## src/rtl/regfile_write_arbiter.sv

```systemverilog
// Sole owner of the register-file write port: merges pipeline writebacks with buffered
// long-latency results and tracks which registers still await a long-latency result.
module regfile_write_arbiter #(
  parameter int XLEN       = 32,
  parameter int NREG       = 32,
  parameter int FIFO_DEPTH = 2
) (
  input  logic            clk,
  input  logic            rst,
  input  logic            pipe_wr,
  input  logic [4:0]      pipe_waddr,
  input  logic [XLEN-1:0] pipe_wdata,
  input  logic            lu_valid,
  output logic            lu_ready,
  input  logic [4:0]      lu_waddr,
  input  logic [XLEN-1:0] lu_wdata,
  input  logic            iss_valid,
  input  logic [4:0]      iss_waddr,
  input  logic [4:0]      chk_rs1,
  input  logic [4:0]      chk_rs2,
  input  logic [4:0]      chk_rd,
  output logic            chk_hazard,
  output logic            reg_wrW,
  output logic [4:0]      waddrW,
  output logic [XLEN-1:0] wdata
);

  localparam int PW = $clog2(FIFO_DEPTH);
  localparam int CW = PW + 1;

  logic [4:0]      fifo_addr [FIFO_DEPTH];
  logic [XLEN-1:0] fifo_data [FIFO_DEPTH];

  logic [PW-1:0] wr_ptr_reg, rd_ptr_reg;
  logic [CW-1:0] count_reg;
  logic [CW-1:0] count_next;
  logic          push, pop, fifo_empty;
  logic [4:0]    head_addr;
  logic [XLEN-1:0] head_data;
  logic [NREG-1:0] busy;
  logic          iss_set;

  assign fifo_empty = (count_reg == CW'(0));
  assign lu_ready   = (count_reg != CW'(FIFO_DEPTH));
  assign push       = lu_valid && lu_ready;
  // The pipeline never waits, so the FIFO only drains on cycles it leaves free.
  assign pop        = !pipe_wr && !fifo_empty;
  assign head_addr  = fifo_addr[rd_ptr_reg];
  assign head_data  = fifo_data[rd_ptr_reg];
  assign iss_set    = iss_valid && (iss_waddr != 5'd0);

  always_comb begin
    count_next = count_reg;
    case ({push, pop})
      2'b10:   count_next = count_reg + CW'(1);
      2'b01:   count_next = count_reg - CW'(1);
      default: count_next = count_reg;
    endcase
  end

  always_ff @(posedge clk) begin
    if (push) begin
      fifo_addr[wr_ptr_reg] <= lu_waddr;
      fifo_data[wr_ptr_reg] <= lu_wdata;
    end
  end

  always_ff @(posedge clk) begin
    if (!rst) begin
      wr_ptr_reg <= '0;
      rd_ptr_reg <= '0;
      count_reg  <= '0;
    end else begin
      if (push) wr_ptr_reg <= wr_ptr_reg + PW'(1);
      if (pop)  rd_ptr_reg <= rd_ptr_reg + PW'(1);
      count_reg <= count_next;
    end
  end

  // Scoreboard: a new issue to the same register outranks the retiring result.
  assign busy[0] = 1'b0;
  generate
    for (genvar gi = 1; gi < NREG; gi++) begin : g_busy
      always_ff @(posedge clk) begin
        if (!rst) begin
          busy[gi] <= 1'b0;
        end else if (iss_set && (iss_waddr == 5'(gi))) begin
          busy[gi] <= 1'b1;
        end else if (pop && (head_addr == 5'(gi))) begin
          busy[gi] <= 1'b0;
        end
      end
    end
  endgenerate

  assign chk_hazard = busy[chk_rs1] | busy[chk_rs2] | busy[chk_rd];

  always_ff @(posedge clk) begin
    if (!rst) begin
      reg_wrW <= 1'b0;
      waddrW  <= 5'd0;
      wdata   <= '0;
    end else if (pipe_wr) begin
      reg_wrW <= (pipe_waddr != 5'd0);
      waddrW  <= pipe_waddr;
      wdata   <= pipe_wdata;
    end else if (pop) begin
      reg_wrW <= (head_addr != 5'd0);
      waddrW  <= head_addr;
      wdata   <= head_data;
    end else begin
      reg_wrW <= 1'b0;
    end
  end

endmodule
```

## config.mk

```make
export PLATFORM = sky130hd
export DESIGN_NAME = regfile_write_arbiter
export DESIGN_NICKNAME = d
export VERILOG_FILES = /design/src/rtl/regfile_write_arbiter.sv
export SDC_FILE = /design/constraint.sdc
export NUM_CORES = 1
export LEC_CHECK = 0
export CAP_MARGIN = 30
export CORE_AREA = 2 2 153 155
export CTS_CLUSTER_SIZE = 10
export DETAILED_ROUTE_END_ITERATION = 12
export DIE_AREA = 0 0 155 157
export SETUP_SLACK_MARGIN = 0.2
export SYNTH_ARGS = -nofsm -noshare
export SYNTH_HDL_FRONTEND = slang
export SYNTH_SLANG_ARGS = --single-unit
```

## constraint.sdc

```tcl
create_clock -name clk -period 6.8 [get_ports clk]
set_input_delay 1.36 -clock clk [delete_from_list [all_inputs] [get_ports clk]]
set_output_delay 1.36 -clock clk [all_outputs]
set_load 0.05 [all_outputs]
```

==> results.cfg <==
[outcome]
status = finished, final reports clean

[global_route]
initial_antenna_violation_count = 1
grt_use_total = 0.1440
grt_pass1_vias = 4908
globalRoute.totalOverflow = 0
grt_start_max_net_pins = 79
wire_length_of_the_first_global_routing_pass_um = 26750

[placement]
buffer_ports.inserted = 138
post-place-cells = 978
gp_congestion = 0.8328
place_hpwl_um = 11700
place_area_um2 = 8325

[worst_setup_path]
max_stage_delay_ns = 0.81
cp_top_family = buffers and inverters
timing.critical_path.arrival_ns = 4.19
crit_path_start_kind = input pin
regToRegSetupSlack_ns = 4.40
end_kind = output pin
cp_num_cells = 7
worst-path-max-fanout = 12
critical_path_buf_inv_count = 2
cell_by_cell_listing_of_the_critical_path = clkdlybuf4s50_1 -> mux2_2 -> a221oi_1 -> a2111oi_0 -> a2111oi_0 -> nand4_1 -> clkdlybuf4s50_1
ff2ff_path_depth = 6
timing.setup.critical_path_class = input pin to output pin
required_ns = 5.44
critical_path.slowest_cell = clkdlybuf4s50_1

[floorplan]
initial_utilization = 0.2989
die_area_um2 = 24340
rows = 55
die_y_um = 157
die_width_um = 155
design.portCount = 139
coreArea_um2 = 22500

[cells_and_area]
biggestRegsByFlops = fifo_data x64, wdata x32, busy x31
final_cell_area_um2 = 8872
antenna-diode-count = 0
largest_register = fifo_data
fill_cells = 2185
final_net_count = 812
layout_cell_share_with_drive_strength_beyond_1 = 0.08828
largest_register_ffs = 64
post_layout_nonfiller_instances = 1010
postLayoutCoreUtil = 0.3943
layout-area-overhead-vs-synth_pct = 31.93

[sta]
worst_pin_slew_ns = 0.9382
drv_slew = 0
finalWorstPathRequiredPeriod_ns = 5.554
tns_ns = 0
finalSetupViolations = 0
maxClockFrequency_mhz = 180.1
timing.max_slew.rel_slack = 0.3745
final_min_period_over_clock_period = 0.8167
rsz_0062_raised_after_global_routing = no
fin_skew_ns = 0.006347
finalHoldViolations = 0

[synth]
synth_warnings = 0
postSynth.topFlopCell = edfxtp_1
synth_top_family_by_area = compound AO/OA/AOI/OAI gates
fraction_of_the_yosys_area_taken_by_sequential_cells = 0.5507
post_synthesis_compound_gate_area_fraction = 0.1475
synth.net_count = 688
share_of_the_synthesized_area_in_the_top_cell_type = 0.3304
share_of_flip_flops_with_an_asynchronous_set_or_reset = 0
synth-adder-area-share = 0.001860
yosys-top-cells-area = edfxtp_1, dfxtp_1, mux2i_1
netlist_area_pre_place_um2 = 6725
yosys.area_share.simple = 0.1254
syn_area_per_cell_um2 = 11.44
post_synth_most_frequent_cells = dfxtp_1, edfxtp_1, nand2_1
synth.largest_area_cell = edfxtp_1
synth-edff-count = 74
yosys_register_bits = 148
yosys-mux-area-fraction = 0.1434
post_synth_xor_area_fraction = 0.003907
cell_count_after_synthesis = 588
synth_cell_types = 41

[cts]
cts-buffers-inserted = 17
root_buffer = clkbuf_16
clock_transition_at_the_register_clock_pins_on_the_worst_setup_and_hold_paths_after_cts_ns = 0.06
postCtsResizedCells = 0
post-cts-setup-buffers = 0
tritoncts = built
cts.hold.buffers_added = 0
total_clock_sinks = 148
cts.path.max_buffers = 2
cts_max_level = 4
worst_skew_pair.late_latency_ns = 0.42

[route]
wl_per_cell_um = 17.20
drt_first_pass_iters = 4
vias_per_cell = 4.978
drtAntennaViolNets = 0
post-route-drc-count = 0
routed_wl_um = 17370
initialDrtViolationCount = 305
dr_total_vias = 5028

[job]
cap_viol_max_count = 0

[min_path]
hp-class = register to register
hold_path_depth = 2

[power_and_ir_drop]
power.total_mw = 2.945
ir_worst_vdd_mv = 0.2111
power-per-cell-area_nw_per_um2 = 331.9
static_leakage_power_nw = 2.925
## layout by cell type (no fill, tap or decap), types with 6 or more instances in the layout
cell and count:
mux2i_1 44, clkdlybuf4s50_1 136, edfxtp_1 74, o21ai_0 35, a211oi_1 37, a21oi_1 39
clkbuf_16 17, a21boi_0 33, mux2_2 9, dfxtp_1 73, nor2_1 45, nor2b_1 42
mux4_2 13, nand2_1 48, clkinvlp_4 6
## cells by family (layout without fill, tap and decap cells)
family          after synthesis  count (layout)
compound gates              156             156
xor+xnor                      3               3
fa+ha+maj                     1               1
buf+inv                      40             177
flops                       148             148
mux                          71              71
simple gates                169             169
## cell type report
| type | count | area [µm²] | area share |
|---|---|---|---|
| Multi-Input combinational cell | 400 | 2848 | 0.3210 |
| Sequential cell | 148 | 3705 | 0.4176 |
| Clock inverter | 12 | 110.1 | 0.01241 |
| Inverter | 2 | 7.507 | 0.0008461 |
| Timing Repair Buffer | 143 | 1409 | 0.1588 |
| Tap cell | 285 | 356.6 | 0.04019 |
| Clock buffer | 20 | 436.7 | 0.04922 |
## routing by layer
metal  global-route usage  share of wire
met4              0.04850          0.014
met3              0.06443          0.098
met5                    0        0.00075
met2               0.2258           0.45
met1               0.1768           0.44
## stage by stage
step                setup WS (ns)  hold slack (ns)
floorplan                   2.420           0.4719
global placement            1.234           0.5186
detailed placement          1.226           0.5174
CTS                         1.237           0.5256
global route                1.001           0.5518
finish                      1.246           0.5284
## worst min-delay path, delay by kind of cell, from the launching register on
| family | cells | cell delay (ns) |
|---|---|---|
| AOI/OAI and AO/OA | 2 | 0.14 |
| DFF | 1 | 0.33 |
## report_power, final
group          total, mW  leakage (nW)  switching [mW]  internal, mW
registers           1.12          1.30          0.0483          1.07
logic              0.957          1.38           0.606         0.351
clock network      0.867         0.246           0.365         0.502
total               2.94          2.93            1.02          1.93
## path summary, 6_finish.rpt
check | startpoint | to
worst min-delay path | busy[19] | busy[19]
worst min register to register | busy[19] | busy[19]
worst max-delay path | chk_rs2[1] | chk_hazard
worst max register to register | register | busy[5]
(Power assumes the default switching activity.)
